File: src/rtl/neuron_pkg.sv
// Shared types and default sizing for the neuron datapath blocks.
package neuron_pkg;

    localparam int DEFAULT_WEIGHT_WIDTH = 32;
    localparam int DEFAULT_INPUT_NUM    = 8;

    typedef enum logic [1:0] {
        IDLE,
        FETCH,
        DONE
    } state_t;

endpackage

File: src/rtl/mac_unit.sv
// Signed multiply-accumulate: acc += sign-extended full-width a*b when enabled.
module mac_unit #(
    parameter int A_WIDTH   = 32,
    parameter int ACC_WIDTH = 67
) (
    input  logic                        clk,
    input  logic                        rst,
    input  logic                        clear,
    input  logic                        enable,
    input  logic signed [A_WIDTH-1:0]   a,
    input  logic signed [A_WIDTH-1:0]   b,
    output logic signed [ACC_WIDTH-1:0] acc
);

    logic signed [2*A_WIDTH-1:0] w_product;
    logic signed [ACC_WIDTH-1:0] w_product_ext;
    logic signed [ACC_WIDTH-1:0] r_acc;

    // Widen both operands first so the product keeps all 2*A_WIDTH bits.
    assign w_product     = (2*A_WIDTH)'(a) * (2*A_WIDTH)'(b);
    assign w_product_ext = ACC_WIDTH'(w_product);

    always_ff @(posedge clk or posedge rst) begin
        if (rst) begin
            r_acc <= '0;
        end else if (clear) begin
            r_acc <= '0;
        end else if (enable) begin
            r_acc <= r_acc + w_product_ext;
        end
    end

    assign acc = r_acc;

endmodule

File: src/rtl/weight_fetch_mac.sv
// Neuron dot-product engine: streams inputs against weights fetched by index,
// then holds the signed sum until the consumer takes it.
module weight_fetch_mac
    import neuron_pkg::*;
#(
    parameter int WEIGHT_WIDTH = DEFAULT_WEIGHT_WIDTH,
    parameter int INPUT_NUM    = DEFAULT_INPUT_NUM,
    parameter int ADDR_WIDTH   = $clog2(INPUT_NUM),
    parameter int ACC_WIDTH    = 2*WEIGHT_WIDTH + $clog2(INPUT_NUM)
) (
    input  logic                           clk,
    input  logic                           rst,
    input  logic                           start,
    output logic                           busy,
    output logic                           read_enable,
    output logic [ADDR_WIDTH-1:0]          read_address,
    input  logic signed [WEIGHT_WIDTH-1:0] read_data,
    input  logic                           in_valid,
    input  logic signed [WEIGHT_WIDTH-1:0] in_data,
    output logic                           in_ready,
    output logic                           out_valid,
    output logic signed [ACC_WIDTH-1:0]    out_data,
    input  logic                           out_ready
);

    localparam logic [ADDR_WIDTH-1:0] LAST_INDEX = ADDR_WIDTH'(INPUT_NUM - 1);

    state_t                       r_state;
    logic [ADDR_WIDTH-1:0]        r_index;
    logic                         r_busy;
    logic                         r_out_valid;
    logic                         w_clear;
    logic                         w_enable;
    logic signed [ACC_WIDTH-1:0]  w_acc;

    assign w_clear  = (r_state == IDLE) && start;
    assign w_enable = r_busy && in_valid;

    // The index is parked at 0 outside FETCH so read_address needs no gating.
    always_ff @(posedge clk or posedge rst) begin
        if (rst) begin
            r_state     <= IDLE;
            r_index     <= '0;
            r_busy      <= 1'b0;
            r_out_valid <= 1'b0;
        end else begin
            case (r_state)
                IDLE: begin
                    if (start) begin
                        r_state <= FETCH;
                        r_index <= '0;
                        r_busy  <= 1'b1;
                    end
                end
                FETCH: begin
                    if (in_valid) begin
                        if (r_index == LAST_INDEX) begin
                            r_state     <= DONE;
                            r_index     <= '0;
                            r_busy      <= 1'b0;
                            r_out_valid <= 1'b1;
                        end else begin
                            r_index <= r_index + 1'b1;
                        end
                    end
                end
                DONE: begin
                    if (out_ready) begin
                        r_state     <= IDLE;
                        r_out_valid <= 1'b0;
                    end
                end
                default: begin
                    r_state     <= IDLE;
                    r_index     <= '0;
                    r_busy      <= 1'b0;
                    r_out_valid <= 1'b0;
                end
            endcase
        end
    end

    mac_unit #(
        .A_WIDTH  (WEIGHT_WIDTH),
        .ACC_WIDTH(ACC_WIDTH)
    ) u_mac (
        .clk   (clk),
        .rst   (rst),
        .clear (w_clear),
        .enable(w_enable),
        .a     (in_data),
        .b     (read_data),
        .acc   (w_acc)
    );

    assign busy         = r_busy;
    assign read_enable  = r_busy;
    assign in_ready     = r_busy;
    assign read_address = r_index;
    assign out_valid    = r_out_valid;
    assign out_data     = r_out_valid ? w_acc : '0;

endmodule

File: config.mk
export PLATFORM = sky130hd
export DESIGN_NAME = weight_fetch_mac
export DESIGN_NICKNAME = d
export VERILOG_FILES = /design/src/rtl/neuron_pkg.sv /design/src/rtl/mac_unit.sv /design/src/rtl/weight_fetch_mac.sv
export SDC_FILE = /design/constraint.sdc
export NUM_CORES = 2
export LEC_CHECK = 0
export BUFFER_PORTS_ARGS = -buffer_cell sky130_fd_sc_hd__buf_4
export CAP_MARGIN = 15
export CELL_PAD_IN_SITES_DETAIL_PLACEMENT = 0
export CELL_PAD_IN_SITES_GLOBAL_PLACEMENT = 1
export CORE_MARGIN = 4
export CORE_UTILIZATION = 52
export DETAILED_ROUTE_END_ITERATION = 8
export PLACE_DENSITY = 0.92
export SLEW_MARGIN = 40
export SYNTH_ARGS = -nofsm -noshare
export SYNTH_HDL_FRONTEND = slang
export SYNTH_HIERARCHICAL = 1
export SYNTH_SLANG_ARGS = --single-unit
File: constraint.sdc
create_clock -name clk -period 7.6 [get_ports clk]
set_input_delay 1.9 -clock clk [delete_from_list [all_inputs] [get_ports clk]]
set_output_delay 1.9 -clock clk [all_outputs]
set_load 0.02 [all_outputs]
==> out/results.tsv <==
metric	value	unit
Hold Path Depth	1	
row cnt	107	
later-pin clock latency in the skew report	0.35	ns
synthesis-to-finish area growth	21.2	%
port bufs	142	
final setup vio count	50	
Slew Viols, Final	0	
Antenna Nets Post-Route	0	
# clock sinks	74	
routability cong.	0.926	
NumNets Final	6817	
Top FF cell, synth	dfrtp_1	
Tot GR Track Use	28.2	%
WS Path Type	in2reg	
crit path capture type	flop	
io pins	143	
worst-case clock buffer depth	2	
Die Width	302	um
pin count of the biggest net entering global routing	84	
Residual DRC	0	
quantity of hold-fixing buffers added after cts	0	
global route overflow	0	
syn_nets	6340	
largest cells by area after synthesis	fa_1, inv_1, and2_1	
maximum fanout along the worst path	7	
yosys synthesis warning count	6	
total CTS buffers	9	
status	complete, but fails checks	
Core ar.	85400	um^2
Final Hold Viols	0	
Synth Register Bits	74	
initial antenna violation count	2	
Syn Inst Count	4802	
DP Wirelength	105000	um
share of cells above drive strength 1	21.1	%
worst hold path type	reg2reg	
Final Cycle Share	116	%
clk slew on worst S/H paths	0.06	ns
CP arrival	9.02	ns
final WL	125000	um
required time of the critical path	7.84	ns
setup TNS	-36.69	ns
total number of vias	33938	
post-route worst setup slack	-1.18	ns
failing checks	negative setup slack	
top cell type's share of synthesized area	55.4	%
MaxCap Viol Count	0	
root buffer cell	clkbuf_16	
worst hold slack	0.540	ns
die height	302	um
drt pass-1 iters	8	
mapped cell area	44900	um^2
number of global-route vias before repair	38759	
Unique masters post-synth	90	
routed len/inst	19.4	um
Rel. slew slack	40.5	%
Initial Util	52.5	%
CTS tree	built	
1st-iter DRT viols	1932	
H-tree Lvls	3	
Max Freq	114	MHz
Post-synth top cells	inv_1, fa_1, nand2_1, and2_1, ha_1	
RSZ-0062 raised after global routing	yes	
Clock Skew	0.0112	ns
post-synthesis sequential area ratio	4.13	%
pre-CTS setup slack	-1.74	ns
first-pass GRT wire length	201000	um
Worst-Margin Slew	0.893	ns
worst reg2reg path depth	24	
cell accounting for the most synthesized area	fa_1	
top-count cell post-synth	inv_1	
post-synthesis async set-or-reset flop share	100	%
routed vias/inst	5.28	
CP startpoint kind	input port	
die area	91100	um^2
min Tclk post-route	8.78	ns
Post-synth EDFFs	0	
Avg Inst Size Synth	9.35	um^2
-- stage by stage --
stage	util (%)	instance area [um^2]	cells
2_1_floorplan	-	45600	4802
3_3_place_gp	59.3	50700	6312
3_5_place_dp	59.3	50700	6313
4_1_cts	62.5	53400	6390
5_1_grt	63.7	54400	6430
6_report	63.7	54400	6430
-- flip-flops by register name, indices dropped and copies added, names as in the netlist --
| register | flops |
|---|---|
| read_address | 3 |
| u_mac/acc | 67 |
| out_valid | 1 |
| r_state | 2 |
| busy | 1 |
-- final cells by class --
cell class | count | area (um^2)
antenna | 2 | 5.00
clock buffer | 10 | 229
clock inverter | 6 | 66.3
fill | 6745 | 31000
inverter | 1300 | 4900
multi-input combinational | 3184 | 39100
sequential | 74 | 1860
tap | 1144 | 1430
timing repair buffer | 710 | 6830
-- kinds of logic after synthesis --
logic type / share of synthesized area, %
DFF: 4.13
buffers and inverters: 13.1
xor gates and xnor gates: 1.27
adders and majority gates: 61.7
muxes: 0.987
and+or+nand+nor: 15.0
AOI/OAI and AO/OA: 3.77
-- worst max-delay path: stages --
cell,delay (ns)
buf_12,0.12
and2_4,0.14
fa_2,0.62
clkinvlp_4,0.16
buf_12,0.18
fa_1,0.53
inv_1,0.05
fa_1,0.49
inv_2,0.04
fa_1,0.53
inv_1,0.05
fa_1,0.47
fa_2,0.49
fa_1,0.49
inv_1,0.05
fa_1,0.50
inv_2,0.05
ha_4,0.28
and4_4,0.26
nand3_4,0.09
buf_6,0.13
a2111oi_4,0.39
nor2_2,0.12
o31ai_4,0.33
a41oi_2,0.20
a221o_1,0.34
-- worst paths after layout --
check | from | to | slack [ns]
min in group asynchronous | rst | out_valid | 1.50
setup / recovery | in_data[31] | u_mac/acc[66] | -1.18
hold / removal | r_state[1] | r_state[0] | 0.54
setup reg to reg | u_mac/acc[24] | u_mac/acc[66] | 0.19
max in group asynchronous | rst | u_mac/acc[26] | 5.40
hold reg to reg | r_state[1] | r_state[0] | 0.54
-- placed cells by master (no fill, tap or decap), types with 30 or more instances in the layout --
cell type	count
nand2_1	566
nor2_1	107
and2_4	30
buf_4	529
fa_2	61
fa_1	1182
inv_2	54
buf_12	60
xnor2_1	33
inv_1	1240
ha_1	180
ha_4	45
buf_6	90
mux2i_1	41
dfrtp_1	73
a21oi_1	50
and2_1	503
-- what timing repair did --
item / in CTS / in global routing
resized for setup: 394 / 159
endpoints found under the setup margin: 56 / 56
pin swaps: 180 / 119
cloned: 7 / 6
buffers inserted: 55 / 41
-- per-layer routing --
| metal | vias to the layer above | share of wire [%] | track usage, % |
|---|---|---|---|
| met2 | 1138 | 54 | 52.4 |
| met5 | - | 0 | 0 |
| li1 | 14632 | - | - |
| met1 | 17756 | 35 | 32.7 |
| met4 | 0 | 6.0 | 13.4 |
| met3 | 412 | 4.3 | 2.76 |
Power is not shown: default switching activity piles up to over one toggle a cycle in this logic, so the estimate is an artifact.
